===== src/rtl/dec_scan_seq_if.sv =====
// Control/status bundle between a scan controller and dec_scan_seq.
// The master side issues start/stop/config; the slave side drives the decoder enable/select.
interface dec_scan_seq_if #(
    parameter int DWELL_W = 8
);
    logic               start;
    logic               stop;
    logic               loop;
    logic [DWELL_W-1:0] dwell;
    logic [5:0]         mask;
    logic               en;
    logic [2:0]         a;
    logic               busy;
    logic               done;

    modport master (
        output start, stop, loop, dwell, mask,
        input  en, a, busy, done
    );

    modport slave (
        input  start, stop, loop, dwell, mask,
        output en, a, busy, done
    );
endinterface


===== src/rtl/dec_scan_seq.sv =====
// Scan sequencer for a 3-to-6 decoder: steps en/a through the unmasked channels with a fixed dwell.
// Optional macro DEC_SCAN_BLANK_EN inserts a one-cycle blank (en=0) between channels.
module dec_scan_seq #(
    parameter int DWELL_W = 8,
    parameter int NUM_CH  = 6
) (
    input  logic          clk,
    input  logic          rst,
    dec_scan_seq_if.slave bus
);
`ifdef DEC_SCAN_BLANK_EN
    typedef enum logic [1:0] {IDLE, DWELL, BLANK} state_t;
`else
    typedef enum logic [1:0] {IDLE, DWELL} state_t;
`endif

    state_t              state, state_n;
    logic [DWELL_W-1:0]  cnt, cnt_n;
    logic [DWELL_W-1:0]  reload, reload_n;
    logic [NUM_CH-1:0]   mask_q, mask_n;
    logic                loop_q, loop_n;
    logic                en_q, en_n;
    logic [2:0]          a_q, a_n;
    logic                busy_q, busy_n;
    logic                done_q, done_n;

    logic [2:0]          first_in_idx, first_q_idx, next_idx;
    logic                first_in_ok, next_ok;

    // Lowest unmasked channel for both the incoming mask and the latched one,
    // plus the next unmasked channel above the one currently selected.
    always_comb begin
        first_in_idx = 3'd0;
        first_in_ok  = 1'b0;
        first_q_idx  = 3'd0;
        next_idx     = 3'd0;
        next_ok      = 1'b0;
        for (int i = NUM_CH - 1; i >= 0; i--) begin
            if (!bus.mask[i]) begin
                first_in_idx = 3'(i);
                first_in_ok  = 1'b1;
            end
            if (!mask_q[i]) begin
                first_q_idx = 3'(i);
            end
            if (!mask_q[i] && (i > int'(a_q))) begin
                next_idx = 3'(i);
                next_ok  = 1'b1;
            end
        end
    end

    always_comb begin
        state_n  = state;
        cnt_n    = cnt;
        reload_n = reload;
        mask_n   = mask_q;
        loop_n   = loop_q;
        en_n     = en_q;
        a_n      = a_q;
        busy_n   = busy_q;
        done_n   = 1'b0;

        if (bus.stop) begin
            state_n = IDLE;
            cnt_n   = '0;
            en_n    = 1'b0;
            a_n     = 3'd0;
            busy_n  = 1'b0;
        end else begin
            case (state)
                IDLE: begin
                    en_n   = 1'b0;
                    a_n    = 3'd0;
                    busy_n = 1'b0;
                    if (bus.start) begin
                        // A zero dwell is promoted to one cycle, so the reload is dwell-1 floored at 0.
                        reload_n = (bus.dwell == '0) ? '0 : bus.dwell - DWELL_W'(1);
                        mask_n   = bus.mask;
                        loop_n   = bus.loop;
                        if (first_in_ok) begin
                            state_n = DWELL;
                            cnt_n   = (bus.dwell == '0) ? '0 : bus.dwell - DWELL_W'(1);
                            en_n    = 1'b1;
                            a_n     = first_in_idx;
                            busy_n  = 1'b1;
                        end else begin
                            done_n = 1'b1;
                        end
                    end
                end

                DWELL: begin
                    if (cnt != '0) begin
                        cnt_n = cnt - DWELL_W'(1);
                    end else if (next_ok || loop_q) begin
`ifdef DEC_SCAN_BLANK_EN
                        state_n = BLANK;
                        en_n    = 1'b0;
                        done_n  = !next_ok;
`else
                        a_n    = next_ok ? next_idx : first_q_idx;
                        cnt_n  = reload;
                        done_n = !next_ok;
`endif
                    end else begin
                        state_n = IDLE;
                        en_n    = 1'b0;
                        a_n     = 3'd0;
                        busy_n  = 1'b0;
                        done_n  = 1'b1;
                    end
                end

`ifdef DEC_SCAN_BLANK_EN
                BLANK: begin
                    state_n = DWELL;
                    en_n    = 1'b1;
                    a_n     = next_ok ? next_idx : first_q_idx;
                    cnt_n   = reload;
                end
`endif

                default: begin
                    state_n = IDLE;
                    en_n    = 1'b0;
                    a_n     = 3'd0;
                    busy_n  = 1'b0;
                end
            endcase
        end
    end

    always_ff @(posedge clk) begin
        if (rst) begin
            state  <= IDLE;
            cnt    <= '0;
            reload <= '0;
            mask_q <= '0;
            loop_q <= 1'b0;
            en_q   <= 1'b0;
            a_q    <= 3'd0;
            busy_q <= 1'b0;
            done_q <= 1'b0;
        end else begin
            state  <= state_n;
            cnt    <= cnt_n;
            reload <= reload_n;
            mask_q <= mask_n;
            loop_q <= loop_n;
            en_q   <= en_n;
            a_q    <= a_n;
            busy_q <= busy_n;
            done_q <= done_n;
        end
    end

    assign bus.en   = en_q;
    assign bus.a    = a_q;
    assign bus.busy = busy_q;
    assign bus.done = done_q;
endmodule


===== src/flat_wrapper.sv =====
// flat-port wrapper written by rule: the top's interface ports become plain ports
module dec_scan_seq_flat 
#(
    parameter int DWELL_W = 8,
    parameter int NUM_CH  = 6
)
  (clk, rst, bus_start, bus_stop, bus_loop, bus_dwell, bus_mask, bus_en, bus_a, bus_busy, bus_done);
  dec_scan_seq_if #(.DWELL_W(DWELL_W)) bus_i ();
  input  logic clk;
  input  logic rst;
  input wire logic [$bits(bus_i.start)-1:0] bus_start;
  input wire logic [$bits(bus_i.stop)-1:0] bus_stop;
  input wire logic [$bits(bus_i.loop)-1:0] bus_loop;
  input wire logic [$bits(bus_i.dwell)-1:0] bus_dwell;
  input wire logic [$bits(bus_i.mask)-1:0] bus_mask;
  output wire logic [$bits(bus_i.en)-1:0] bus_en;
  output wire logic [$bits(bus_i.a)-1:0] bus_a;
  output wire logic [$bits(bus_i.busy)-1:0] bus_busy;
  output wire logic [$bits(bus_i.done)-1:0] bus_done;
  assign bus_i.start = bus_start;
  assign bus_i.stop = bus_stop;
  assign bus_i.loop = bus_loop;
  assign bus_i.dwell = bus_dwell;
  assign bus_i.mask = bus_mask;
  assign bus_en = bus_i.en;
  assign bus_a = bus_i.a;
  assign bus_busy = bus_i.busy;
  assign bus_done = bus_i.done;
  dec_scan_seq #(.DWELL_W(DWELL_W), .NUM_CH(NUM_CH)) u_core (.clk(clk), .rst(rst), .bus(bus_i));
endmodule

===== config.mk =====
export PLATFORM = sky130hd
export DESIGN_NAME = dec_scan_seq_flat
export DESIGN_NICKNAME = d
export VERILOG_FILES = /design/src/rtl/dec_scan_seq_if.sv /design/src/rtl/dec_scan_seq.sv /design/src/flat_wrapper.sv
export SDC_FILE = /design/constraint.sdc
export NUM_CORES = 1
export LEC_CHECK = 0
export CAP_MARGIN = 15
export CORE_AREA = 5 5 65 67
export CTS_CLUSTER_SIZE = 30
export DETAILED_ROUTE_END_ITERATION = 7
export DIE_AREA = 0 0 70 72
export GPL_TIMING_DRIVEN = 0
export HOLD_SLACK_MARGIN = 0.08
export MAX_ROUTING_LAYER = met4
export PLACE_DENSITY = 0.77
export SLEW_MARGIN = 15
export SYNTH_ARGS = -nofsm -noshare
export SYNTH_HDL_FRONTEND = slang
export SYNTH_SLANG_ARGS = --single-unit

===== constraint.sdc =====
create_clock -name clk -period 2.9 [get_ports clk]
set_input_delay 0.58 -clock clk [delete_from_list [all_inputs] [get_ports clk]]
set_output_delay 0.58 -clock clk [all_outputs]
set_load 0.02 [all_outputs]

==> metrics.yaml <==
synth_cell_types: 58
path_class: "in -> reg"
post_drt_wl_per_cell_um: 14.3
nNetsFinal: 298
grtUsageMet2_pct: 29.5
clock_power_share_pct: 25.8
ctsResizeCount: 0
finalCriticalPeriod_ns: 2.61
post_cts_buffers: 0
p_per_area_nw_per_um2: 405
dieArea_um2: 5040
h-tree-depth: 2
setup_tns_ns: 0
use_met1_pct: 26.8
synth_seq_cells: 29
crit_cells: 8
cts_buffers: 5
syn-instance-count: 247
post-route-period-util_pct: 90.0
ir_drop_mv: 0.342
startpoint_type: "input port"
insertion_delay_ns: 0.32
pwr-share-comb_pct: 24.4
ioPinCount: 25
switching_share_pct: 31.1
clk_transition_reported_paths_ns: 0.09
track_usage_pct: 19.5
async_reset_ff_share_pct: 0
grt_pass1_vias: 1660
routed_wl_um: 4660
seqPwrFrac_pct: 49.7
synthesis.nets: 268
synthTopCellsByCount: "nand2_1 (31), a21oi_1 (29), dfxtp_1 (29), nor2_1 (26), o21ai_0 (15)"
cts-hold-fix-buffers: 0
path_cells: "clkdlybuf4s50_1 -> inv_1 -> ha_1 -> or4b_1 -> o41ai_1 -> o22ai_1 -> o211ai_1 -> a21oi_1"
p_switching_mw: 0.274
io_buffers: 23
yosys_most_used_dff: "dfxtp_1"
busiest_layer: "met2"
stdcell_area_um2: 2180
cpLargestDelayFamily: "compound AO/OA/AOI/OAI gates"
die_w_um: 70
synth_area_um2: 1840
clock_sinks: 29
worst_path_largest_cell_delay_ns: 0.54
die_h_um: 72
status: "completed"
ant_nets: 0
cp.required_ns: 3.11
core_um2: 3580
fp-row-count: 22
max_freq_mhz: 383
dr.first_iter.drc_count: 219
p_leak_nw: 0.775
hp-class: "reg -> reg"
synth_top_cell_area_share_pct: 31.6
antenna_found_initial: 0
grt_first_pass_wirelength_um: 7820
reg2reg_depth: 6
drv_slew: 0
final-hold-violation-count: 0
tightest_slew_ns: 0.608
arrival_ns: 2.82
synth_edf_count: 0
synth_area_leaders: "dfxtp_1 (32%), a21oi_1 (7.9%), nand2_1 (6.3%)"
drt_pre_antenna_iters: 5
yosysSeqAreaShare_pct: 31.6
yosysTopAreaCell: "dfxtp_1"
crit_buf_inv: 2
max-cap-violations: 0
yosysMostFrequentCell: "nand2_1"
syn2layout_area_growth_pct: 18.6
slew_headroom_pct: 59.3
dpl-instance-area_um2: 2130
overflow: 0
grt_max_degree: 11
drc_errors: 0
clock-root-buffer: "clkbuf_4"
p_int_mw: 0.608
dp.final_hpwl_um: 3640
crit_path_top_delay_cell: "or4b_1"
vias: 1926
rsz0062_at_grt: "no"
setup_viol: 0
place.gp.congestion: 0.924
grtUsageMet3_pct: 3.19
diodes: 0
finClkSkew_ns: 0.0123
initial_core_util_pct: 51.4
clock_path_buffers: 2
worstPathMaxFanout: 5
syn_area_per_cell_um2: 7.44
end_kind: "flip-flop"
yosysWarnings: 0
hold_depth: 2
drive_above_1_share_pct: 8.63
cts_tree: "yes"
viasPerCell: 5.91
layer usage:
layer	part of all wire, %	vias to the layer above
met5	0	-
met4	1.7	0
met3	6.3	10
met2	44	76
met1	48	870
li1	-	970
sequential cells by signal, indices dropped and copies added, names as in the netlist:
register / count
u_core.mask_q: 6
u_core.loop_q: 1
u_core.state: 1
u_core.bus.a: 3
u_core.cnt: 8
u_core.bus.done: 1
u_core.bus.en: 1
u_core.reload: 8
worst register-to-register path: cells and delay by family (launching register included):
| kind | cells | cell delay (ns) |
|---|---|---|
| AND/OR/NAND/NOR | 4 | 1.31 |
| flip-flops | 1 | 0.38 |
| multiplexers | 1 | 0.19 |
| buffers and inverters | 1 | 0.18 |
placed cells by master (no fill, tap or decap), types with 3 or more instances in the layout:
cell type        netlist  layout
a21oi_1               29      29
nor3_1                13      13
dfxtp_1               29      29
a211oi_1               4       4
inv_1                  9       9
o31ai_1                5       5
clkbuf_4               0       5
nor2_1                26      26
nand2_1               31      31
clkbuf_1               6       7
o21ai_0               15      15
nor2b_1                3       3
nand4b_1               3       3
a21o_1                 3       3
nand3_1                3       3
o22ai_1                5       5
or2_2                  4       4
clkdlybuf4s50_1        0      23
xnor2_1                3       3
nand2b_1               3       3
per-stage QoR:
step	util, %	hold slack (ns)	cells	worst slack, ns	power, mW
after floorplan	-	0.436	247	0.678	0.585
after global placement	59.5	0.461	318	0.0188	0.657
after detailed placement	59.5	0.464	318	0.00370	0.660
after CTS	60.9	0.477	326	0.314	0.881
after global routing	60.9	0.513	326	0.143	0.925
final	60.9	0.484	326	0.290	0.882
power by group through the flow:
stage / Combinational [mW] / Sequential (mW) / Clock [mW]
detailed placement: 0.213 / 0.447 / 0
global placement: 0.210 / 0.447 / 0
global route: 0.238 / 0.442 / 0.245
CTS: 0.213 / 0.438 / 0.230
finish: 0.216 / 0.439 / 0.228
floorplan: 0.142 / 0.443 / 0
cell families (layout without fill, tap and decap cells):
logic type               after synthesis  after routing  share of synthesized area, %
buffers and inverters                 23             54                          6.13
AND/OR/NAND/NOR                      105            105                          29.5
XOR/XNOR                               3              3                          1.43
AO/OA/AOI/OAI                         82             82                          28.0
adder cells (fa/ha/maj)                2              2                          1.36
flip-flops                            29             29                          31.6
multiplexers                           3              3                          1.91
cell type report:
cell class | instances | area [um2]
Buffer | 13 | 75.1
Clock buffer | 6 | 41.3
Clock inverter | 2 | 10.0
Fill cell | 339 | 1400
Inverter | 10 | 37.5
Multi-Input combinational cell | 195 | 1140
Sequential cell | 29 | 581
Tap cell | 48 | 60.1
Timing Repair Buffer | 23 | 230
path summary, 6_finish.rpt:
path,end,slack (ns),startpoint
worst max register to register,u_core.cnt[6]$_SDFFE_PP0P_,0.78,u_core.cnt[4]$_SDFFE_PP0P_
worst max-delay path,u_core.cnt[3]$_SDFFE_PP0P_,0.29,bus_dwell[0]
worst min register to register,u_core.reload[6]$_SDFFE_PP0P_,0.48,u_core.reload[6]$_SDFFE_PP0P_
worst min-delay path,u_core.reload[6]$_SDFFE_PP0P_,0.48,u_core.reload[6]$_SDFFE_PP0P_
Power figures use the tool's default switching activity.
